`src/rtl/pulpemu_ctrl_if.sv`:
```
// Control/status bundle between the PS-side control words and the core sequencer.
// The master side (PS or bench) drives control and core status; the slave side
// (pulpemu_ctrl) drives core reset, fetch enables and the packed status words.
interface pulpemu_ctrl_if #(
  parameter int unsigned NUM_CORES = 1,
  parameter int unsigned RET_W     = 2
);
  logic [31:0]                ctrl_i;
  logic [NUM_CORES-1:0]       eoc_i;
  logic [NUM_CORES*RET_W-1:0] return_i;
  logic                       core_rst_n_o;
  logic [NUM_CORES-1:0]       fetch_en_o;
  logic [31:0]                status_o;
  logic [31:0]                run_cycles_o;

  modport master (
    output ctrl_i,
    output eoc_i,
    output return_i,
    input  core_rst_n_o,
    input  fetch_en_o,
    input  status_o,
    input  run_cycles_o
  );

  modport slave (
    input  ctrl_i,
    input  eoc_i,
    input  return_i,
    output core_rst_n_o,
    output fetch_en_o,
    output status_o,
    output run_cycles_o
  );
endinterface

```
`src/rtl/pulpemu_ctrl.sv`:
```
// Core control/status sequencer: sequenced core reset, debounced per-core fetch enables,
// sticky end-of-computation/return-code capture and a saturating run-time counter.
module pulpemu_ctrl #(
  parameter int unsigned NUM_CORES   = 1,
  parameter int unsigned RET_W       = 2,
  parameter int unsigned DEB_CYCLES  = 32,
  parameter int unsigned RST_MIN     = 16,
  parameter int unsigned WAKE_CYCLES = 8
) (
  input  logic          clk,
  input  logic          rst,
  pulpemu_ctrl_if.slave bus
);

  localparam int unsigned HoldW = $clog2(RST_MIN + 1);
  localparam int unsigned WakeW = $clog2(WAKE_CYCLES + 1);
  localparam int unsigned DebW  = $clog2(DEB_CYCLES + 1);

  typedef enum logic [1:0] {
    StReset = 2'd0,
    StWake  = 2'd1,
    StRun   = 2'd2
  } state_e;

  state_e                     r_state;
  logic [HoldW-1:0]           r_hold_cnt;
  logic [WakeW-1:0]           r_wake_cnt;
  logic                       r_core_rst_n;
  logic [NUM_CORES-1:0]       r_fetch_en;
  logic [NUM_CORES-1:0]       r_eoc_q;
  logic [NUM_CORES-1:0]       r_sticky;
  logic [NUM_CORES*RET_W-1:0] r_ret;
  logic [31:0]                r_run_cycles;
  logic [31:0]                r_status;
  logic [NUM_CORES-1:0]       r_deb;
  logic [DebW-1:0]            r_deb_cnt [NUM_CORES];

  logic [NUM_CORES-1:0]       w_deb_d;
  logic [DebW-1:0]            w_deb_cnt_d [NUM_CORES];
  logic [NUM_CORES-1:0]       w_rise;
  logic                       w_all_done;
  logic [31:0]                w_status;
  logic                       w_unused_ctrl;

  // Bits between the fetch-enable requests and the run bit carry no meaning.
  assign w_unused_ctrl = ^bus.ctrl_i[30:NUM_CORES];

  // Debounce next state: flip only after DEB_CYCLES consecutive mismatching samples.
  always_comb begin
    w_deb_d = r_deb;
    for (int c = 0; c < int'(NUM_CORES); c++) begin
      w_deb_cnt_d[c] = '0;
      if (bus.ctrl_i[c] != r_deb[c]) begin
        if (r_deb_cnt[c] == DebW'(DEB_CYCLES - 1)) begin
          w_deb_d[c] = ~r_deb[c];
        end else begin
          w_deb_cnt_d[c] = r_deb_cnt[c] + DebW'(1);
        end
      end
    end
  end

  // Debouncer state; survives the FSM reset, only rst clears it.
  always_ff @(posedge clk) begin
    if (rst) begin
      r_deb <= '0;
      for (int c = 0; c < int'(NUM_CORES); c++) r_deb_cnt[c] <= '0;
    end else begin
      r_deb <= w_deb_d;
      for (int c = 0; c < int'(NUM_CORES); c++) r_deb_cnt[c] <= w_deb_cnt_d[c];
    end
  end

  // First EOC edge per core while RUN and not yet captured; completion of all enabled cores.
  always_comb begin
    w_rise     = bus.eoc_i & ~r_eoc_q & ~r_sticky;
    w_all_done = (r_state == StRun) && (r_deb != '0) && ((r_sticky & r_deb) == r_deb);
  end

  // Sequencer FSM with registered core reset, fetch enables, capture and run counter.
  always_ff @(posedge clk) begin
    if (rst) begin
      r_state      <= StReset;
      r_hold_cnt   <= HoldW'(RST_MIN - 1);
      r_wake_cnt   <= '0;
      r_core_rst_n <= 1'b0;
      r_fetch_en   <= '0;
      r_eoc_q      <= '0;
      r_sticky     <= '0;
      r_ret        <= '0;
      r_run_cycles <= '0;
    end else begin
      unique case (r_state)
        StReset: begin
          r_core_rst_n <= 1'b0;
          r_fetch_en   <= '0;
          r_eoc_q      <= '0;
          r_sticky     <= '0;
          r_ret        <= '0;
          r_run_cycles <= '0;
          r_wake_cnt   <= '0;
          if (r_hold_cnt != '0) begin
            r_hold_cnt <= r_hold_cnt - HoldW'(1);
          end else if (bus.ctrl_i[31]) begin
            r_state      <= StWake;
            r_core_rst_n <= 1'b1;
          end
        end
        StWake: begin
          r_eoc_q <= '0;
          if (!bus.ctrl_i[31]) begin
            r_state      <= StReset;
            r_hold_cnt   <= HoldW'(RST_MIN - 1);
            r_core_rst_n <= 1'b0;
            r_fetch_en   <= '0;
          end else if (r_wake_cnt == WakeW'(WAKE_CYCLES - 1)) begin
            r_state    <= StRun;
            r_fetch_en <= w_deb_d;
          end else begin
            r_wake_cnt <= r_wake_cnt + WakeW'(1);
            r_fetch_en <= '0;
          end
        end
        StRun: begin
          r_eoc_q  <= bus.eoc_i;
          r_sticky <= r_sticky | w_rise;
          for (int c = 0; c < int'(NUM_CORES); c++) begin
            if (w_rise[c]) r_ret[c*RET_W +: RET_W] <= bus.return_i[c*RET_W +: RET_W];
          end
          if (!w_all_done && (r_run_cycles != '1)) begin
            r_run_cycles <= r_run_cycles + 32'd1;
          end
          if (!bus.ctrl_i[31]) begin
            r_state      <= StReset;
            r_hold_cnt   <= HoldW'(RST_MIN - 1);
            r_core_rst_n <= 1'b0;
            r_fetch_en   <= '0;
          end else begin
            r_fetch_en <= w_deb_d;
          end
        end
        default: begin
          r_state      <= StReset;
          r_hold_cnt   <= HoldW'(RST_MIN - 1);
          r_core_rst_n <= 1'b0;
          r_fetch_en   <= '0;
        end
      endcase
    end
  end

  // Packed status view of the current internal state.
  always_comb begin
    w_status                  = '0;
    w_status[NUM_CORES-1:0]   = r_sticky;
    for (int c = 0; c < int'(NUM_CORES); c++) begin
      w_status[8+c*2 +: RET_W] = r_ret[c*RET_W +: RET_W];
    end
    w_status[29:28]           = r_state;
    w_status[30]              = w_all_done;
    w_status[31]              = r_core_rst_n;
  end

  // Status word register, one cycle behind the internal state.
  always_ff @(posedge clk) begin
    if (rst) r_status <= '0;
    else     r_status <= w_status;
  end

  assign bus.core_rst_n_o = r_core_rst_n;
  assign bus.fetch_en_o   = r_fetch_en;
  assign bus.status_o     = r_status;
  assign bus.run_cycles_o = r_run_cycles;

endmodule

```
`src/flat_wrapper.sv`:
```
// flat-port wrapper written by rule: the top's interface ports become plain ports
module pulpemu_ctrl_flat 
#(
  parameter int unsigned NUM_CORES   = 1,
  parameter int unsigned RET_W       = 2,
  parameter int unsigned DEB_CYCLES  = 32,
  parameter int unsigned RST_MIN     = 16,
  parameter int unsigned WAKE_CYCLES = 8
)
  (clk, rst, bus_ctrl_i, bus_eoc_i, bus_return_i, bus_core_rst_n_o, bus_fetch_en_o, bus_status_o, bus_run_cycles_o);
  pulpemu_ctrl_if #(.NUM_CORES(NUM_CORES), .RET_W(RET_W)) bus_i ();
  input  logic clk;
  input  logic rst;
  input wire logic [$bits(bus_i.ctrl_i)-1:0] bus_ctrl_i;
  input wire logic [$bits(bus_i.eoc_i)-1:0] bus_eoc_i;
  input wire logic [$bits(bus_i.return_i)-1:0] bus_return_i;
  output wire logic [$bits(bus_i.core_rst_n_o)-1:0] bus_core_rst_n_o;
  output wire logic [$bits(bus_i.fetch_en_o)-1:0] bus_fetch_en_o;
  output wire logic [$bits(bus_i.status_o)-1:0] bus_status_o;
  output wire logic [$bits(bus_i.run_cycles_o)-1:0] bus_run_cycles_o;
  assign bus_i.ctrl_i = bus_ctrl_i;
  assign bus_i.eoc_i = bus_eoc_i;
  assign bus_i.return_i = bus_return_i;
  assign bus_core_rst_n_o = bus_i.core_rst_n_o;
  assign bus_fetch_en_o = bus_i.fetch_en_o;
  assign bus_status_o = bus_i.status_o;
  assign bus_run_cycles_o = bus_i.run_cycles_o;
  pulpemu_ctrl #(.NUM_CORES(NUM_CORES), .RET_W(RET_W), .DEB_CYCLES(DEB_CYCLES), .RST_MIN(RST_MIN), .WAKE_CYCLES(WAKE_CYCLES)) u_core (.clk(clk), .rst(rst), .bus(bus_i));
endmodule
```
`config.mk`:
```
export PLATFORM = sky130hd
export DESIGN_NAME = pulpemu_ctrl_flat
export DESIGN_NICKNAME = d
export VERILOG_FILES = /design/src/rtl/pulpemu_ctrl_if.sv /design/src/rtl/pulpemu_ctrl.sv /design/src/flat_wrapper.sv
export SDC_FILE = /design/constraint.sdc
export NUM_CORES = 1
export LEC_CHECK = 0
export CAP_MARGIN = 20
export CORE_ASPECT_RATIO = 0.9
export CORE_MARGIN = 3
export CORE_UTILIZATION = 50
export DETAILED_ROUTE_END_ITERATION = 10
export PLACE_DENSITY_LB_ADDON = 0.12
export SLEW_MARGIN = 5
export SYNTH_ARGS = -nofsm -noshare
export SYNTH_HDL_FRONTEND = slang
export SYNTH_SLANG_ARGS = --single-unit
```
`constraint.sdc`:
```
create_clock -name clk -period 4.67 [get_ports clk]
set_input_delay 0.934 -clock clk [delete_from_list [all_inputs] [get_ports clk]]
set_output_delay 0.934 -clock clk [all_outputs]
set_load 0.1 [all_outputs]
```
==> results of run 1 <==
==> cell usage in the layout, fill, tap and decap left out, types with 3 or more instances in the layout <==
cell type	n
xnor2_1	5
nand2b_1	3
clkdlybuf4s50_1	47
clkbuf_8	11
inv_1	11
and4_1	3
a31oi_1	19
ha_1	8
o31a_1	3
or2_2	3
nor3_1	9
o211ai_1	3
conb_1	25
nand4_1	12
dfxtp_1	63
or4_1	4
o311ai_0	3
nand3_1	19
buf_4	4
mux2i_1	4
nor4_1	10
a41oi_1	6
nor2_1	30
a21oi_1	20
o2bb2ai_1	5
nand3b_1	6
o21ai_0	14
nand2_1	39
nor2b_1	7
and3_1	11
xor2_1	7
==> state kept, by name, summed over array words and instances, names as in the netlist <==
signal / cells
u_core.bus.status_o: 7
u_core.r_deb_cnt: 6
u_core.r_deb: 1
u_core.bus.run_cycles_o: 32
u_core.r_hold_cnt: 5
u_core.r_eoc_q: 1
u_core.r_sticky: 1
u_core.bus.core_rst_n_o: 1
u_core.r_ret: 2
u_core.r_state: 2
u_core.r_wake_cnt: 4
u_core.bus.fetch_en_o: 1
==> cell type report <==
class                   instances  area [sq um]  share of cell area, %
clock buffers                  11           151                   3.76
clock inverters                 5          80.1                   1.99
inverters                      11          41.3                   1.03
multi-input cells             311          1880                   46.8
flip-flops and latches         63          1260                   31.3
well taps                      87           109                   2.70
repair buffers                 51           500                   12.4
==> cell families (layout without fill, tap and decap cells) <==
group	count (synthesis)	after routing	share of synthesized area (%)
AND/OR/NAND/NOR	172	172	27.7
AO/OA/AOI/OAI	89	89	17.5
flip-flops	63	63	37.3
buffers and inverters	57	78	9.87
XOR/XNOR	12	12	3.10
adder cells (fa/ha/maj)	8	8	2.96
multiplexers	5	5	1.52
other	1	25	0.111
==> power groups by stage <==
stage | sequential [mW] | combinational [mW] | clock, mW
finish | 0.542 | 0.107 | 0.544
detailed placement | 0.555 | 0.107 | 0
global placement | 0.555 | 0.106 | 0
floorplan | 0.554 | 0.114 | 0
CTS | 0.542 | 0.107 | 0.555
global route | 0.543 | 0.111 | 0.580
==> metrics by stage <==
stage / utilization, % / instance area [sq um]
finish: 63.4 / 4030
global route: 63.4 / 4030
CTS: 63.4 / 4030
detailed placement: 59.8 / 3800
global placement: 59.8 / 3800
floorplan: - / 3480
==> worst max-delay path by stage <==
| stage | start | end | slack [ns] | cells past startpoint |
|---|---|---|---|---|
| after floorplan | u_core.bus.run_cycles_o[3] | u_core.bus.run_cycles_o[29] | 1.93 | 7 |
| after global routing | u_core.bus.run_cycles_o[0] | u_core.bus.run_cycles_o[7] | 1.45 | 6 |
| after global placement | rst | u_core.bus.run_cycles_o[7] | 1.54 | 6 |
| after CTS | u_core.bus.run_cycles_o[8] | bus_run_cycles_o[8] | 1.68 | 1 |
| final | u_core.bus.run_cycles_o[0] | u_core.bus.run_cycles_o[7] | 1.69 | 6 |
| after detailed placement | rst | u_core.bus.run_cycles_o[7] | 1.53 | 6 |
==> Yosys cell counts, types with 6 or more instances <==
cell | count | area share [%]
dfxtp_1 | 63 | 37
nand2_1 | 39 | 4.3
nor2_1 | 30 | 3.3
buf_4 | 25 | 5.5
a21oi_1 | 21 | 3.1
a31oi_1 | 19 | 3.5
nand3_1 | 19 | 2.8
o21ai_0 | 14 | 2.1
clkbuf_1 | 13 | 1.4
nand4_1 | 12 | 2.2
and3_1 | 11 | 2.0
inv_1 | 11 | 1.2
nor4_1 | 10 | 1.8
nor3_1 | 9 | 1.3
ha_1 | 8 | 3.0
nor2b_1 | 7 | 1.3
xor2_1 | 7 | 1.8
a41oi_1 | 6 | 1.6
nand3b_1 | 6 | 1.3
==> per-layer routing <==
| layer | global-route usage, % | part of all wire, % |
|---|---|---|
| met1 | 29.6 | 44 |
| met2 | 33.5 | 46 |
| met3 | 5.32 | 8.1 |
| met4 | 7.99 | 1.6 |
| met5 | 0 | 0 |
==> results.md, run 1 <==
Power and ir drop:
- The proportion of total power due to net switching is between 20% and 30%.
- VDD sags by at most ~0.00024 V.
- The total net switching power is between 0.3 and 0.4 mW.
- Summing internal, switching and leakage power gives approximately 1.2 mW.
- The combinational fraction of design power is around 9%.
- The power density of the placed cells is 296 nW/um^2.
- The standby leakage power is around 1.4 nW.
- The internal cell power is slightly below 0.9 mW.
- The share of total power in the clock network is between 40% and 50%.
- Of the total power, registers draw roughly 45%.

Route:
- Dividing the detail-routed wire length by the instance count gives about 15 microns.
- The count of nets left with antenna violations once routing finished came out at 0.
- The first TritonRoute pass finished after 5 iterations.
- The average vias per placed instance is between 5 and 6.
- For this block, the via count after detailed routing is 3163.
- The number of DRC markers after the initial detailed-route iteration is 308.
- The total wire length is a little over 8000 microns.
- The DRC violation count after routing is 0.

Global routing:
- The global router's overall resource usage is a little over a fifth.
- After global routing the overflow that remains totals 0.
- The via count of the first global-routing pass is about 2.8k.
- Entering global routing, the biggest net connects 31 pins.
- The initial antenna violation count came to 0.
- The global-route wire length before repair is about 14000 microns.

Placement:
- The number of placed instances, taps included, is ~520.
- The detailed placer's ending HPWL is 5670 microns.
- Before CTS, the worst setup slack after placement is 1.53 ns.
- The congestion estimate from routability-driven global placement came to about 0.88.
- Buffers placed on the I/O ports in this run total between 40 and 50.

Clock network:
- The number of H-tree levels is 3.
- TritonCTS built the clock tree.
- The largest buffer count on any clock path is 2.
- The clock latency reported for the late side of the worst-skew pair is 0.35 ns.
- The number of CTS-inserted buffers is 9.
- The number of clock sinks seen by CTS is 63.
- The number of resized instances in the post-cts repair step is 0.
- The buffer type at the clock tree root is clkbuf_8.
- The clock slew seen by the registers of the worst setup and hold paths is ~0.070 ns.
- Hold repair after CTS inserted 0 buffers.
- Buffers added to address setup during post-CTS repair amount to 0.

STA:
- The number of hold violations in the final report is 0.
- The worst pin sits at a relative slew slack of 34.1%.
- After layout, the worst path uses ~64% of the clock period.
- The slew at the pin with the worst max-slew slack is a little under 1 ns.
- The count of pins over their slew limit is 0.
- Setup repair after global routing left no endpoint under its margin.
- The worst path setup slack after routing is about 1.7 ns.
- The achievable clock frequency is ~0.34 GHz.
- Setup violations remaining at the end of the flow were counted as 0.
- The minimum clock period after layout is roughly 3.0 ns.
- The sum of negative setup slack is 0 ns.
- The worst clock skew is about 0.01 ns.
- Hold is met by 0.457 ns.

Finish:
- The layout cell share with drive strength beyond 1 is about 7.1%.
- For this run, the post-layout net count is between 400 and 500.
- The total inserted antenna cells is 0.
- The count of filler cells inserted in the layout is roughly 560.
- The final non-filler cell total is about 540.
- The relative area change from synthesis to final layout is 19.0%.

Floorplan:
- The starting utilization of the core area is 53.3%.
- The total number of placement rows is 27.
- In this run the vertical extent of the chip is approximately 84 microns.
- The die covers 7800 sq um.
- The floorplan step set the die width to between 90 and 100 microns.
- The total I/O pin count is between 100 and 150.
- The total area inside the core boundary comes to between 6000 and 7000 sq um.

Worst hold path:
- For hold timing, the worst endpoint is u_core.r_deb_cnt[0][0].
- The source of the worst hold timing path is u_core.r_deb_cnt[0][0].
- The number of stages on the worst hold path is 1.
- The type of the tightest min-delay check is reg2reg.

Yosys:
- The Yosys step of the flow raised 0 warnings.
- The proportion of synthesized chip area in sequential cells is about 37%.
- The synthesized netlist cell count is ~410.
- Counting flops and latches in the post-synthesis netlist gives between 60 and 70.
- The number of different library cells used by synthesis comes to 58.
- In this run, synthesis inferred 0 flip-flops with an integrated enable.
- Of all flip-flops after synthesis, the portion carrying an async set or reset was 0%.
- In this run the cell area of the synthesized design comes to between 3000 and 4000 sq um.
- The post-synthesis average cell area is between 8 and 9 sq um.
- The most frequently used flop master after synthesis is dfxtp_1.

Critical path:
- The worst stage delay on the critical path is 0.62 ns.
- The worst register-to-register path has a setup slack of between 1.5 and 2 ns.
- In this run the critical register-to-register path is captured at u_core.bus.run_cycles_o[7].
- The required time of the critical path is about 5 ns.
- The critical path endpoint category is a flop.
- The number of buffers and inverters on the critical path is 0.
- The critical path is of the reg2reg type.
- The worst register-to-register path begins at u_core.bus.run_cycles_o[0].
- The type of origin of the critical path is a flop.
- The critical path goes through ha_1, and3_1, and4bb_1, nand3_1, a21boi_0, a221oi_1.
- The kind of cell with the highest combined delay along the critical path is simple AND/OR/NAND/NOR gates.
- The maximum fanout along the worst path is 19.
- STA puts the critical path data arrival time at about 3.2 ns.
- The length in cells of the worst reg-to-reg path is 6.
- The cell with the largest stage delay on the worst path is nand3_1.

Run status:
- The run finished with clean final reports.

Flow run:
- The number of max-cap violations is 0.
No activity file was read; power rests on OpenSTA's default activity.
==> inputs of run 2 (changes only) <==
--- a/config.mk
+++ b/config.mk
@@ -8,7 +8,7 @@
 export CAP_MARGIN = 20
 export CORE_ASPECT_RATIO = 0.9
 export CORE_MARGIN = 3
-export CORE_UTILIZATION = 50
+export CORE_UTILIZATION = 43
 export DETAILED_ROUTE_END_ITERATION = 10
 export PLACE_DENSITY_LB_ADDON = 0.12
 export SLEW_MARGIN = 5
==> constraint.sdc (replaced) <==
create_clock -name clk -period 2.5 [get_ports clk]
set_input_delay 0.5 -clock clk [delete_from_list [all_inputs] [get_ports clk]]
set_output_delay 0.5 -clock clk [all_outputs]
set_load 0.1 [all_outputs]
==> run 2 against run 1 <==
  * Worst setup slack lost 1.4 ns
  * Clock skew decreased by 0.0032 ns
  * Sequential power up 86%
  * Die area grew 15%
  * Maximum frequency grew 32%
  * Via count is 2.7% lower
  * Hold slack worse by 0.0026 ns
  * Routed wire length rose by 3.3%
  * Critical endpoint is now u_core.bus.run_cycles_o[23]
  * Largest cell class unchanged
==> results.md, run 2 (synthesized netlist as in run 1, its figures left out) <==
Clock network:
- The clock tree from TritonCTS is built (unchanged).
- The clock slew seen by the registers of the worst setup and hold paths is 0.07 ns (about the same).
- The largest buffer count on any clock path is 2 (unchanged).
- The buffer type at the clock tree root is clkbuf_8 (unchanged).
- The clock latency reported for the late side of the worst-skew pair is 0.34 ns (was 0.35 ns).
- The number of H-tree levels is 3 (unchanged).
- The number of clock sinks seen by CTS is 63 (unchanged).
- The number of CTS-inserted buffers is 9 (unchanged).
- The post-CTS setup buffer count was 0 (unchanged).

Finish:
- The layout cell share with drive strength beyond 1 is 21.4% (was 7.08%).
- Commonest cells after routing, fill and taps aside: buf_4, dfxtp_1, nand2_1 (was dfxtp_1, clkdlybuf4s50_1, nand2_1).
- The relative area change from synthesis to final layout is 17.7% (was 19.0%).
- The post-layout net count was 498 (was 492).
- The area taken by multi-input logic gates is 1880 sq um (unchanged).
- The register area is 1290 sq um (was 1260 sq um).
- The final instance area is 3990 sq um (was 4030 sq um).
- The count of filler cells inserted in the layout was 744 (was 563).
- The flip-flop count of the largest register, all copies and words added was 32 (unchanged).
- The most common library cell in the layout ignoring fill and taps is buf_4 (was dfxtp_1).
- The total inserted antenna cells is 0 (unchanged).

STA:
- The worst clock skew was 0.00677 ns (was 0.00996 ns).
- The worst max-slew margin expressed relative to the limit is 59.1% (was 34.1%).
- The final cycle utilization of the critical path is 90.1% (was 63.7%).
- The slew at the pin with the worst max-slew slack was 0.612 ns (was 0.986 ns).
- The count of pins over their slew limit is 0 (unchanged).
- The count of final setup violators is 0 (unchanged).
- Unrepaired setup endpoints after global routing: false (unchanged).
- The worst path setup slack after routing is 0.247 ns (was 1.69 ns).
- The achievable clock frequency is 0.444 GHz (was 0.336 GHz).
- The number of hold violations in the final report is 0 (unchanged).
- The minimum clock period after layout is 2.25 ns (was 2.98 ns).
- The sum of negative setup slack is 0 ns (unchanged).

Run status:
- Result of the run: finished, final reports clean (unchanged).

Power and ir drop:
- The internal cell power is 1.54 mW (was 0.878 mW).
- The part of the total power dissipated in sequential elements is 48.0% (was 45.4%).
- The maximum vdd drop is 0.000279 V (was 0.000242 V).
- The share of total power in the clock network was 42.6% (was 45.6%).
- The total net switching power is 0.576 mW (was 0.315 mW).
- The combinational fraction of design power is 9.5% (was 9.0%).
- The standby leakage power came to 1.55 nW (was 1.44 nW).
- The proportion of total power due to net switching is 27.3% (was 26.4%).
- The power density of the placed cells is 530 nW/um^2 (was 296 nW/um^2).

Floorplan:
- The total number of placement rows is 30 (was 27).
- The total I/O pin count was 103 (unchanged).
- The die footprint is 8980 sq um (was 7800 sq um).
- The horizontal die dimension is 99.5 microns (was 92.7 microns).
- The vertical extent of the die came to 90.2 microns (was 84.1 microns).
- The floorplan core area is 7580 sq um (was 6350 sq um).
- The starting utilization of the core area is 44.7% (was 53.3%).

Route:
- The DRC violation count after routing is 0 (unchanged).
- The average wire length per cell after detail routing is 15.2 microns (was 15.1 microns).
- The number of DRC markers after the initial detailed-route iteration was 165 (was 308).
- The count of nets left with antenna violations after detail routing is 0 (unchanged).
- The average vias per placed instance was 5.57 (was 5.87).
- The count of vias placed by the detailed router is 3079 (was 3163).
- The total wire length is 8420 microns (was 8150 microns).
- The number of iterations in the first detailed-routing pass was 4 (was 5).

Worst hold path:
- The type of the tightest min-delay check is reg2reg (unchanged).

Critical path:
- The type of the worst setup path is reg2reg (unchanged).
- The critical path endpoint category is a flop (unchanged).
- The required time of the critical path is 2.72 ns (was 4.88 ns).
- The type of origin of the critical path is a flop (unchanged).
- The maximum fanout along the worst path was 14 (was 19).
- The worst endpoint data arrival time is 2.47 ns (was 3.18 ns).

Placement:
- The detailed placer's ending HPWL is 6000 microns (was 5670 microns).
- The worst slack at placement is 0.168 ns (was 1.53 ns).
- The number of port buffers came to 47 (unchanged).
- The routability-driven placement congestion ratio is 0.881 (was 0.880).
- The instance area after placement is 3790 sq um (was 3800 sq um).

Global routing:
- The global router's overall resource usage is 18.9% (was 21.8%).
- The overall overflow remaining after global route came to 0 (unchanged).
- The via count of the first global-routing pass came to 2826 (was 2823).
- The largest net degree at the start of global routing is 30 (was 31).
- The initial antenna violation count came to 0 (unchanged).
- The global-route wire length before repair was 13800 microns (was 13700 microns).

Flow run:
- The number of max-cap violations is 0 (unchanged).
-- run 2: changes by cell type in the layout (fill, tap and decap cells not counted), sizes merged --
cell	before	now
bufinv	2	1
buf	4	51
clkinvlp	2	1
clkdlybuf4s50	47	6
clkbuf	11	12
-- run 2: worst max-delay path, cell delays in order, from the launching register on --
cell,delay [ns]
dfxtp_2,0.36
ha_1,0.29
and3_1,0.24
and4bb_1,0.31
nand3_1,0.31
buf_4,0.31
nand2_1,0.22
o2bb2ai_1,0.10
-- run 2: final timing paths --
| path | startpoint | end | slack, ns | depth (start not counted) |
|---|---|---|---|---|
| min reg2reg | u_core.r_deb_cnt[0][0] | u_core.r_deb_cnt[0][0] | 0.45 | 1 |
| max | u_core.bus.run_cycles_o[0] | u_core.bus.run_cycles_o[23] | 0.25 | 7 |
| min | u_core.r_deb_cnt[0][0] | u_core.r_deb_cnt[0][0] | 0.45 | 1 |
| max reg2reg | u_core.bus.run_cycles_o[0] | u_core.bus.run_cycles_o[23] | 0.25 | 7 |
-- run 2: metrics by stage --
| stage | instances | utilization, % | power, mW | hold slack [ns] |
|---|---|---|---|---|
| floorplan | 431 | - | 1.25 | 0.418 |
| global placement | 538 | 50.0 | 1.23 | 0.429 |
| detailed placement | 538 | 50.0 | 1.24 | 0.447 |
| CTS | 553 | 52.6 | 2.14 | 0.459 |
| global route | 553 | 52.6 | 2.18 | 0.471 |
| finish | 553 | 52.6 | 2.11 | 0.454 |
-- run 2: what timing repair did --
action                     CTS  global route
hold buffers                 0             0
setup endpoints to repair    0             1
gates resized for setup      0             1
-- run 2: per-layer routing --
| layer | vias up | global-route usage (%) | part of all wire (%) |
|---|---|---|---|
| met5 | - | 0 | 0 |
| met4 | 0 | 4.55 | 0.71 |
| met3 | 6 | 4.89 | 5.5 |
| met2 | 74 | 29.3 | 45 |
| met1 | 1460 | 26.2 | 49 |
| li1 | 1539 | - | - |
-- run 2: final cells by class --
| cell class | instances | share of cell area (%) |
|---|---|---|
| Timing Repair Buffer | 57 | 11.4 |
| Clock buffer | 12 | 3.89 |
| Clock inverter | 3 | 1.07 |
| Tap cell | 96 | 3.01 |
| Inverter | 11 | 1.04 |
| Multi-Input combinational cell | 311 | 47.3 |
| Sequential cell | 63 | 32.3 |
-- run 2: power by group through the flow --
stage,Clock (mW),Sequential (mW),Combinational (mW)
final,0.898,1.01,0.200
after floorplan,0,1.04,0.214
after detailed placement,0,1.04,0.200
after CTS,0.928,1.01,0.200
after global placement,0,1.04,0.199
after global routing,0.963,1.01,0.207
